File: config.mk
export PLATFORM = sky130hd
export DESIGN_NAME = seg7_scan_driver
export DESIGN_NICKNAME = d
export VERILOG_FILES = /design/src/rtl/seg7_scan_driver.sv
export SDC_FILE = /design/constraint.sdc
export NUM_CORES = 1
export LEC_CHECK = 0
export CORE_MARGIN = 3
export CORE_UTILIZATION = 48
export DETAILED_ROUTE_END_ITERATION = 10
export PLACE_DENSITY_LB_ADDON = 0.3
export SLEW_MARGIN = 20
export SYNTH_ARGS = -nofsm -noshare
export SYNTH_HDL_FRONTEND = slang
export SYNTH_SLANG_ARGS = --single-unit
File: constraint.sdc
create_clock -name Clk -period 1.8 [get_ports Clk]
set_input_delay 0.45 -clock Clk [delete_from_list [all_inputs] [get_ports Clk]]
set_output_delay 0.45 -clock Clk [all_outputs]
set_load 0.02 [all_outputs]
File: src/rtl/seg7_scan_driver.sv
// Time-multiplexed common-anode 4-digit seven-segment driver with a per-slot blanking gap.
// Optional leading-zero suppression is enabled by defining SEG7_LZ_BLANK_EN.
module seg7_scan_driver #(
  parameter int SCAN_DIV     = 50000,
  parameter int BLANK_CYCLES = 500,
  parameter int ACTIVE_LOW   = 1
) (
  input  logic        Clk,
  input  logic        Rst_n,
  input  logic [15:0] Digits,
  input  logic [3:0]  DpMask,
  input  logic        Load,
  output logic [6:0]  Seg,
  output logic        Dp,
  output logic [3:0]  An,
  output logic        FrameTick
);

  localparam int CW = (SCAN_DIV > 2) ? $clog2(SCAN_DIV) : 1;
  localparam logic [CW-1:0] LAST_C = CW'(SCAN_DIV - 1);

  typedef enum logic {BLANK, DRIVE} phase_t;

  logic [CW-1:0] cnt;
  logic [1:0]    idx;
  logic [15:0]   dig_q;
  logic [3:0]    dp_q;
  logic          wrap;
  logic          frame_pend;
  logic          frame_tick;
  logic [3:0]    an_r;
  logic [6:0]    seg_r;
  logic          dp_r;
  logic          slot_supp;
  phase_t        phase;
  logic [3:0]    cur_digit;
  logic [6:0]    cur_seg;

  assign wrap = (cnt == LAST_C);

  always_ff @(posedge Clk or negedge Rst_n) begin
    if (!Rst_n) begin
      cnt        <= '0;
      idx        <= '0;
      dig_q      <= '0;
      dp_q       <= '0;
      frame_pend <= 1'b0;
      frame_tick <= 1'b0;
    end else begin
      cnt <= wrap ? '0 : cnt + 1'b1;
      if (wrap) idx <= idx + 2'd1;
      if (Load) begin
        dig_q <= Digits;
        dp_q  <= DpMask;
      end
      // Delayed one cycle so the pulse lines up with the first blank of digit0 on the pins
      frame_pend <= wrap && (idx == 2'd3);
      frame_tick <= frame_pend;
    end
  end

`ifdef SEG7_LZ_BLANK_EN
  logic [3:0] supp;
  always_comb begin
    supp    = '0;
    supp[3] = (dig_q[15:12] == 4'd0) && !dp_q[3];
    supp[2] = supp[3] && (dig_q[11:8] == 4'd0) && !dp_q[2];
    supp[1] = supp[2] && (dig_q[7:4]  == 4'd0) && !dp_q[1];
  end
  assign slot_supp = supp[idx];
`else
  assign slot_supp = 1'b0;
`endif

  assign cur_digit = dig_q[{idx, 2'b00} +: 4];

  always_comb begin
    phase = DRIVE;
    if ((int'(cnt) < BLANK_CYCLES) || slot_supp) phase = BLANK;
  end

  always_comb begin
    cur_seg = 7'h40;
    case (cur_digit)
      4'd0: cur_seg = 7'h3F;
      4'd1: cur_seg = 7'h06;
      4'd2: cur_seg = 7'h5B;
      4'd3: cur_seg = 7'h4F;
      4'd4: cur_seg = 7'h66;
      4'd5: cur_seg = 7'h6D;
      4'd6: cur_seg = 7'h7D;
      4'd7: cur_seg = 7'h07;
      4'd8: cur_seg = 7'h7F;
      4'd9: cur_seg = 7'h6F;
      default: cur_seg = 7'h40;
    endcase
  end

  always_ff @(posedge Clk or negedge Rst_n) begin
    if (!Rst_n) begin
      an_r  <= '0;
      seg_r <= '0;
      dp_r  <= 1'b0;
    end else if (phase == DRIVE) begin
      an_r  <= 4'b0001 << idx;
      seg_r <= cur_seg;
      dp_r  <= dp_q[idx];
    end else begin
      an_r  <= '0;
      seg_r <= '0;
      dp_r  <= 1'b0;
    end
  end

  assign An        = (ACTIVE_LOW != 0) ? ~an_r  : an_r;
  assign Seg       = (ACTIVE_LOW != 0) ? ~seg_r : seg_r;
  assign Dp        = (ACTIVE_LOW != 0) ? ~dp_r  : dp_r;
  assign FrameTick = frame_tick;

endmodule

==> results of run 1 <==
## power breakdown
| part | total [mW] | switching [mW] | internal, mW |
|---|---|---|---|
| Clock | 0.849 | 0.359 | 0.491 |
| Combinational | 0.234 | 0.0969 | 0.137 |
| Sequential | 1.23 | 0.0222 | 1.21 |
## metal layers
| layer | up-vias | global-route usage (%) | wire length (um) |
|---|---|---|---|
| met2 | 27 | 25.4 | 1920 |
| met5 | - | 0 | 0 |
| li1 | 768 | - | - |
| met3 | 5 | 3.64 | 139 |
| met4 | 0 | 4.63 | 46 |
| met1 | 762 | 20.1 | 1900 |
## logic make-up after synthesis
group,Yosys count
and+or+nand+nor,52
DFF,52
muxes,27
buffers and inverters,24
AOI/OAI and AO/OA,19
xor gates and xnor gates,14
adders and majority gates,11
## state kept, by name, indices dropped and copies added, names as in the netlist
signal	cells
FrameTick	1
an_r	4
cnt	16
dig_q	16
dp_q	4
dp_r	1
frame_pend	1
idx	2
seg_r	7
## worst min path at each step
stage	to	from	slack, ns
CTS	cnt[5]	Rst_n	0.14
global placement	FrameTick	frame_pend	0.33
floorplan	FrameTick	Rst_n	0.15
detailed placement	FrameTick	frame_pend	0.36
global route	cnt[8]	Rst_n	0.15
finish	an_r[1]	Rst_n	0.13
## layout make-up
cell class | instances | area, um^2
Clock buffer | 7 | 96.3
Timing Repair Buffer | 44 | 455
Tap cell | 67 | 83.8
Inverter | 19 | 71.3
Multi-Input combinational cell | 123 | 1050
Clock inverter | 1 | 30.0
Fill cell | 411 | 1730
Sequential cell | 52 | 1300
## layout by cell type, fill, tap and decap left out, types with 2 or more instances in the layout
cell	instances
buf_4	7
o21ai_0	4
o21ai_1	3
a21oi_1	7
nand2_1	8
ha_1	10
o211ai_1	2
buf_12	2
inv_1	17
nor2b_1	3
dlymetal6s2s_1	7
mux2_2	21
nand3_1	3
mux4_2	4
mux2i_1	2
nand4_1	3
nor2_1	11
nor3_1	2
xnor2_1	6
and4_1	4
clkbuf_8	7
clkdlybuf4s50_1	27
dfrtp_1	51
and2_1	6
xor2_1	8
inv_2	2
## worst max-delay path: stages, from the launching register on
cell     delay, ns
dfrtp_2       0.43
mux4_2        0.57
inv_2         0.11
ha_4          0.20
and2_4        0.12
o21ai_1       0.12
a21oi_1       0.07
## metrics by stage
step	util [%]	instances	setup WS (ns)
finish	64.1	313	0.0468
global route	64.1	313	0.000352
CTS	63.7	313	0.0249
detailed placement	61.0	305	-0.0134
global placement	61.0	305	0.0407
floorplan	-	199	0.00438
## timing repair
action	4_1_cts	5_1_grt
pin swaps	0	3
setup buffers	0	0
endpoints found under the setup margin	1	8
gates resized for setup	1	8
==> results.yml, run 1 <==
drt:
  wirelength_um: 4010
  avgViaCountPerCell: 4.99
  dr.pass1.iters: 4
  wire_per_inst_um: 12.8
  ant_nets: 0
  drc: 0
  initialDrtViolationCount: 69
  vias: 1562
yosys:
  yosysMostFrequentCell: "dfrtp_1"
  synthXorXnorAreaFrac_pct: 5.03
  ys.flop_type: "dfrtp_1"
  synth_compound_area_share_pct: 4.57
  yosysWarningCount: 0
  synth_area_leaders: "dfrtp_1 53%, mux2_2 9.7%, ha_1 5.6%"
  synth_top_cell_by_area: "dfrtp_1"
  async_flop_share_pct: 100
  netlist_top_cells_count: "52 x dfrtp_1, 21 x mux2_2, 19 x inv_1"
  synth_nets: 233
  syn_avg_cell_area_um2: 12.2
  synth_seq_cells: 52
  netlist_instances: 199
  synth_simple_gate_area_share_pct: 12.9
  synthAdderAreaFrac_pct: 5.65
  syn-cell-area_um2: 2440
  yosysUniqueCellTypes: 39
  synth.top_cell.area_share_pct: 53.4
  synth_top_family_by_area: "multiplexers"
  synth_edf_count: 0
  synth_mux_area_share_pct: 14.2
  yosysSeqAreaShare_pct: 53.4
layout:
  n_antenna_cell: 0
  drive_gt1_share_pct: 22.0
  syn_to_final_growth_pct: 26.7
  nets: 279
  final_area_um2: 3090
power_and_ir_drop:
  ir_drop_mv: 0.389
  report.power.total_mw: 2.32
  p_per_area_nw_per_um2: 750
  leakage_nw: 1.33
clock_tree:
  cts_buffers: 5
  path_clk_slew_ns: 0.09
  cts_buffer_depth: 2
  hold_buffers: 0
  cts_tree: "built"
  clkSinkCount: 52
  cts-root-buf: "clkbuf_8"
  clkLatencyLatePin_ns: 0.29
  cts_max_level: 2
worst_setup_path:
  arrival_ns: 1.93
  reg2reg_slack_ns: 0.05
  crit_end: "seg_r[3]"
  worstSetupPathType: "register to register"
  ff2ff_path_depth: 6
  startpoint_type: "register"
  cp-end-kind: "register"
  worstReg2RegEnd: "seg_r[3]"
  worstReg2RegStart: "idx[0]"
  crit_start: "idx[0]"
  critPathMaxFanout: 5
  cp.required_ns: 1.98
placement:
  placed_area_um2: 2940
  dp_hpwl_um: 2880
  place.gp.congestion: 0.829
  portBuffers: 35
global_route:
  antenna_found_initial: 0
  grt_pass1_vias: 1599
  grt_max_degree: 53
  grt_pass1_wl_um: 7450
  grt_use_total_pct: 15.4
  grt-ovfl-total: 0
die:
  core_um2: 4820
  ios: 36
  design.die.area_um2: 5970
  fp.dieW_um: 77.3
  num_rows: 25
  dieHeight_um: 77.3
  start_util_pct: 50.6
sta:
  worst_pin_slew_ns: 0.372
  setup-tns-final_ns: 0
  post-route-period-util_pct: 97.4
  whs_ns: 0.130
  fin_crit_ns: 1.75
  hold_viol: 0
  setup_viol: 0
  fmax_mhz: 570
  slew_headroom_pct: 74.8
  drv_slew: 0
  skew_ns: 0.00545
  rsz0062_at_grt: "no"
hold_path:
  hold_class: "primary input to asynchronous set/reset pin"
status:
  status: "finished clean"
flow_run:
  maxCapViolations: 0
No activity file was read; power rests on OpenSTA's default activity.
==> run 2, diff against run 1 <==
- PLACE_DENSITY: unset -> 0.75
- PLACE_DENSITY_LB_ADDON: 0.3 -> unset
==> results.yml, run 2 (synthesis results as in run 1) <==
global_route:
  antenna_found_initial: 0
  grt_max_degree: 53
  grt-ovfl-total: 0
  grt_pass1_wl_um: 7250
  grt_pass1_vias: 1530
  grt_use_total_pct: 15.3
clock_tree:
  clkSinkCount: 52
  clkLatencyLatePin_ns: 0.30
  cts-root-buf: "clkbuf_8"
  cts_max_level: 2
  cts_buffer_depth: 2
  cts_buffers: 5
  cts_tree: "built"
  hold_buffers: 0
  path_clk_slew_ns: 0.10
power_and_ir_drop:
  comb_power_share_pct: 11.0
  seq_power_share_pct: 57.7
  power_frac_clock_pct: 31.3
  ir_drop_mv: 0.518
  leakage_nw: 1.30
  p_per_area_nw_per_um2: 702
  p_sw_mw: 0.519
  p_int_mw: 1.62
  p_sw_share_pct: 24.2
flow_run:
  maxCapViolations: 0
sta:
  setup-tns-final_ns: 0
  fin_crit_ns: 1.75
  skew_ns: 0.00815
  setup_viol: 0
  slew_headroom_pct: 74.4
  drv_slew: 0
  worst_pin_slew_ns: 0.379
  post-route-period-util_pct: 97.2
  whs_ns: 0.108
  fmax_mhz: 571
  hold_viol: 0
  rsz0062_at_grt: "yes"
die:
  num_rows: 25
  core_um2: 4820
  design.die.area_um2: 5970
  fp.dieW_um: 77.3
  start_util_pct: 50.6
  dieHeight_um: 77.3
  ios: 36
placement:
  portBuffers: 35
  dp_hpwl_um: 3060
  place.gp.congestion: 0.834
  placed_area_um2: 2930
drt:
  wl_met1_um: 1990
  avgViaCountPerCell: 5.13
  wirelength_um: 4300
  met2_wirelength_um: 2080
  wire_per_inst_um: 13.8
  initialDrtViolationCount: 115
  dr.pass1.iters: 4
  ant_nets: 0
  drc: 0
  highest_layer: "met4"
  route.met3.wl_um: 199
  vias: 1599
worst_setup_path:
  worstReg2RegStart: "idx[0]"
  cp-end-kind: "register"
  reg2reg_slack_ns: 0.05
  cp.required_ns: 1.99
  critPathTopFamily: "multiplexers"
  arrival_ns: 1.94
  critPathMaxFanout: 4
  path_buf_inv: 1
  worstSetupPathType: "register to register"
  worstReg2RegEnd: "seg_r[3]"
  crit_chain: "mux4_2 -> inv_2 -> ha_4 -> and2_0 -> o21ai_1 -> a21oi_1"
  ff2ff_path_depth: 6
  critPathMaxStageDelay_ns: 0.57
  startpoint_type: "register"
  crit_slowest_cell: "mux4_2"
status:
  status: "finished clean"
layout:
  final_common_cell: "dfrtp_1"
  seqCellArea_um2: 1300
  drive_gt1_share_pct: 21.2
  n_fill_cell: 383
  final_area_um2: 3050
  syn_to_final_growth_pct: 25.2
  n_antenna_cell: 0
  layout_common_cells: "51 x dfrtp_1, 23 x clkdlybuf4s50_1, 21 x mux2_2, 17 x inv_1, 11 x nor2_1"
  largestRegisters: "cnt: 16 flops, dig_q: 16 flops, seg_r: 7 flops"
  multi_input_area_um2: 1050
  nets: 278
  final_core_util_pct: 63.3
hold_path:
  hold_class: "primary input to asynchronous set/reset pin"
[run 2: metrics by stage]
stage,std cells,power [mW],setup slack (ns)
floorplan,199,1.38,0.00438
global placement,303,1.49,0.0389
detailed placement,303,1.50,0.00587
CTS,312,2.17,0.00369
global route,312,2.25,-0.00982
finish,312,2.14,0.0499
[run 2: timing repair]
action	in CTS	in global routing
endpoints found under the hold margin	0	0
buffers inserted	1	0
gates resized for setup	1	11
endpoints found under the setup margin	2	13
[run 2: per-layer routing]
metal  global-route usage, %  vias to the layer above
li1                        -                      765
met3                    3.64                        2
met2                    24.0                       37
met1                    20.9                      795
met4                    4.80                        0
met5                       0                        -
[run 2: area by class of cell]
cell class,count,share of cell area [%]
Sequential cell,52,42.7
Tap cell,67,2.75
Inverter,19,2.34
Clock inverter,3,0.779
Timing Repair Buffer,43,14.9
Multi-Input combinational cell,123,34.3
Clock buffer,5,2.26
[run 2: worst max path at each step]
stage	start	endpoint	slack, ns	cells past startpoint
after floorplan	idx[0]	seg_r[3]	0.004	7
after detailed placement	idx[0]	seg_r[3]	0.006	6
final	idx[0]	seg_r[3]	0.05	6
after CTS	seg_r[4]	Seg[4]	0.004	2
after global placement	idx[0]	seg_r[3]	0.04	6
after global routing	idx[0]	seg_r[3]	-0.01	6
[run 2: power by group through the flow]
| stage | combinational [mW] | clock, mW | sequential (mW) |
|---|---|---|---|
| floorplan | 0.132 | 0 | 1.25 |
| finish | 0.235 | 0.671 | 1.24 |
| global placement | 0.230 | 0 | 1.26 |
| CTS | 0.238 | 0.691 | 1.24 |
| global route | 0.260 | 0.750 | 1.24 |
| detailed placement | 0.238 | 0 | 1.26 |
==> run 3, diff against run 2 <==
--- a/config.mk
+++ b/config.mk
@@ -10,4 +10,4 @@
 export DETAILED_ROUTE_END_ITERATION = 10
+export HOLD_SLACK_MARGIN = 0.02
 export PLACE_DENSITY = 0.75
-export SLEW_MARGIN = 20
 export SYNTH_ARGS = -nofsm -noshare
==> constraint.sdc (replaced) <==
create_clock -name Clk -period 1.8 [get_ports Clk]
set_input_delay 0.54 -clock Clk [delete_from_list [all_inputs] [get_ports Clk]]
set_output_delay 0.54 -clock Clk [all_outputs]
set_load 0.02 [all_outputs]
==> results.yml, run 3 (synthesis results as in run 1) <==
placement:
  portBuffers: 35
  placed_area_um2: 2930
  place.gp.congestion: 0.850
  dp_hpwl_um: 3000
worst_setup_path:
  worstReg2RegStart: "idx[0]"
  path_buf_inv: 1
  critPathMaxStageDelay_ns: 0.57
  crit_slowest_cell: "mux4_2"
  critPathMaxFanout: 4
  startpoint_type: "register"
  worstSetupPathType: "register to register"
  cp-end-kind: "register"
  arrival_ns: 1.94
  crit_start: "idx[0]"
  cp.required_ns: 1.99
  crit_chain: "mux4_2 -> inv_2 -> ha_4 -> and2_0 -> o21ai_1 -> a21oi_1"
  critPathTopFamily: "multiplexers"
global_route:
  grt_pass1_vias: 1497
  grt-ovfl-total: 0
  antenna_found_initial: 0
  grt_use_total_pct: 15.5
  grt_max_degree: 53
  grt_pass1_wl_um: 7190
drt:
  avgViaCountPerCell: 4.87
  met2_wirelength_um: 1920
  ant_nets: 0
  wl_met1_um: 1890
  route.met3.wl_um: 136
  initialDrtViolationCount: 63
  drc: 0
  highest_layer: "met4"
  wire_per_inst_um: 12.8
  vias: 1519
  dr.pass1.iters: 4
  wirelength_um: 4000
layout:
  final_area_um2: 3010
  layout_common_cells: "51 x dfrtp_1, 21 x mux2_2, 21 x clkdlybuf4s50_1, 17 x inv_1, 12 x dlygate4sd2_1"
  nets: 278
  largestRegisters: "cnt: 16 flops, dig_q: 16 flops, seg_r: 7 flops"
  drive_gt1_share_pct: 21.2
  n_antenna_cell: 0
  final_common_cell: "dfrtp_1"
  syn_to_final_growth_pct: 23.7
flow_run:
  maxCapViolations: 0
sta:
  worst_pin_slew_ns: 0.341
  rsz0062_at_grt: "yes"
  skew_ns: 0.00822
  fmax_mhz: 571
  slew_headroom_pct: 77.1
  drv_slew: 0
  whs_ns: 0.195
  fin_crit_ns: 1.75
  hold_viol: 0
  post-route-period-util_pct: 97.2
  setup_viol: 0
power_and_ir_drop:
  ir_drop_mv: 0.618
  p_per_area_nw_per_um2: 706
  leakage_nw: 1.30
clock_tree:
  cts_buffers: 5
  cts_tree: "built"
  postCtsSetupBuffers: 0
  clkLatencyLatePin_ns: 0.30
  hold_buffers: 0
  cts_max_level: 2
  clkSinkCount: 52
  cts-root-buf: "clkbuf_8"
  cts_buffer_depth: 2
  path_clk_slew_ns: 0.09
die:
  core_um2: 4820
  num_rows: 25
  design.die.area_um2: 5970
  start_util_pct: 50.6
  ios: 36
  fp.dieW_um: 77.3
  dieHeight_um: 77.3
hold_path:
  hold_class: "primary input to asynchronous set/reset pin"
status:
  status: "finished clean"
## run 3: cell types whose count changed in the layout (fill, tap and decap cells not counted)
cell | before | now
dlygate4sd2_1 | 1 | 12
dlymetal6s2s_1 | 10 | 1
clkdlybuf4s50_1 | 23 | 21
## run 3: worst paths after layout
path,slack (ns),cells after the start,to
max in group asynchronous,1.34,2,idx[0]
worst min register to register,0.36,0,FrameTick
worst max-delay path,0.05,6,seg_r[3]
worst max register to register,0.05,6,seg_r[3]
worst min-delay path,0.19,2,seg_r[0]
min in group Clk,0.36,0,FrameTick
## run 3: through the flow
| stage | setup TNS (ns) | worst slack [ns] | utilization, % | std cells | power [mW] |
|---|---|---|---|---|---|
| global placement | 0 | 0.0654 | 60.9 | 304 | 1.49 |
| CTS | 0 | 0.0217 | 62.5 | 312 | 2.16 |
| global route | -0.0204 | -0.0115 | 62.6 | 312 | 2.25 |
| floorplan | 0 | 0.00438 | - | 199 | 1.38 |
| finish | 0 | 0.0497 | 62.6 | 312 | 2.13 |
| detailed placement | 0 | 0.0308 | 60.9 | 304 | 1.50 |
## run 3: timing repair
item	in CTS	in global routing
setup endpoints to repair	12	5
resized for setup	12	2
endpoints found under the hold margin	0	0
## run 3: final cells by class
cell class	count	area, um^2
Inverter	19	71.3
Fill cell	399	1800
Clock buffer	5	68.8
Multi-Input combinational cell	123	1050
Tap cell	67	83.8
Clock inverter	3	23.8
Timing Repair Buffer	43	418
Sequential cell	52	1300
## run 3: power breakdown
part | switching [mW] | internal, mW
clock network | 0.385 | 0.276
logic | 0.0979 | 0.135
registers | 0.0238 | 1.21
total | 0.507 | 1.62
## run 3: worst reg2reg max path, cell delays in order, from the launching register on
cell and delay [ns]:
dfrtp_2 0.42, mux4_2 0.57, inv_2 0.12, ha_4 0.21
and2_0 0.13, o21ai_1 0.11, a21oi_1 0.07
## run 3: layer usage
layer | vias up | global-route usage, %
li1 | 766 | -
met1 | 720 | 21.6
met2 | 29 | 23.2
met3 | 4 | 4.23
met4 | 0 | 5.34
met5 | - | 0
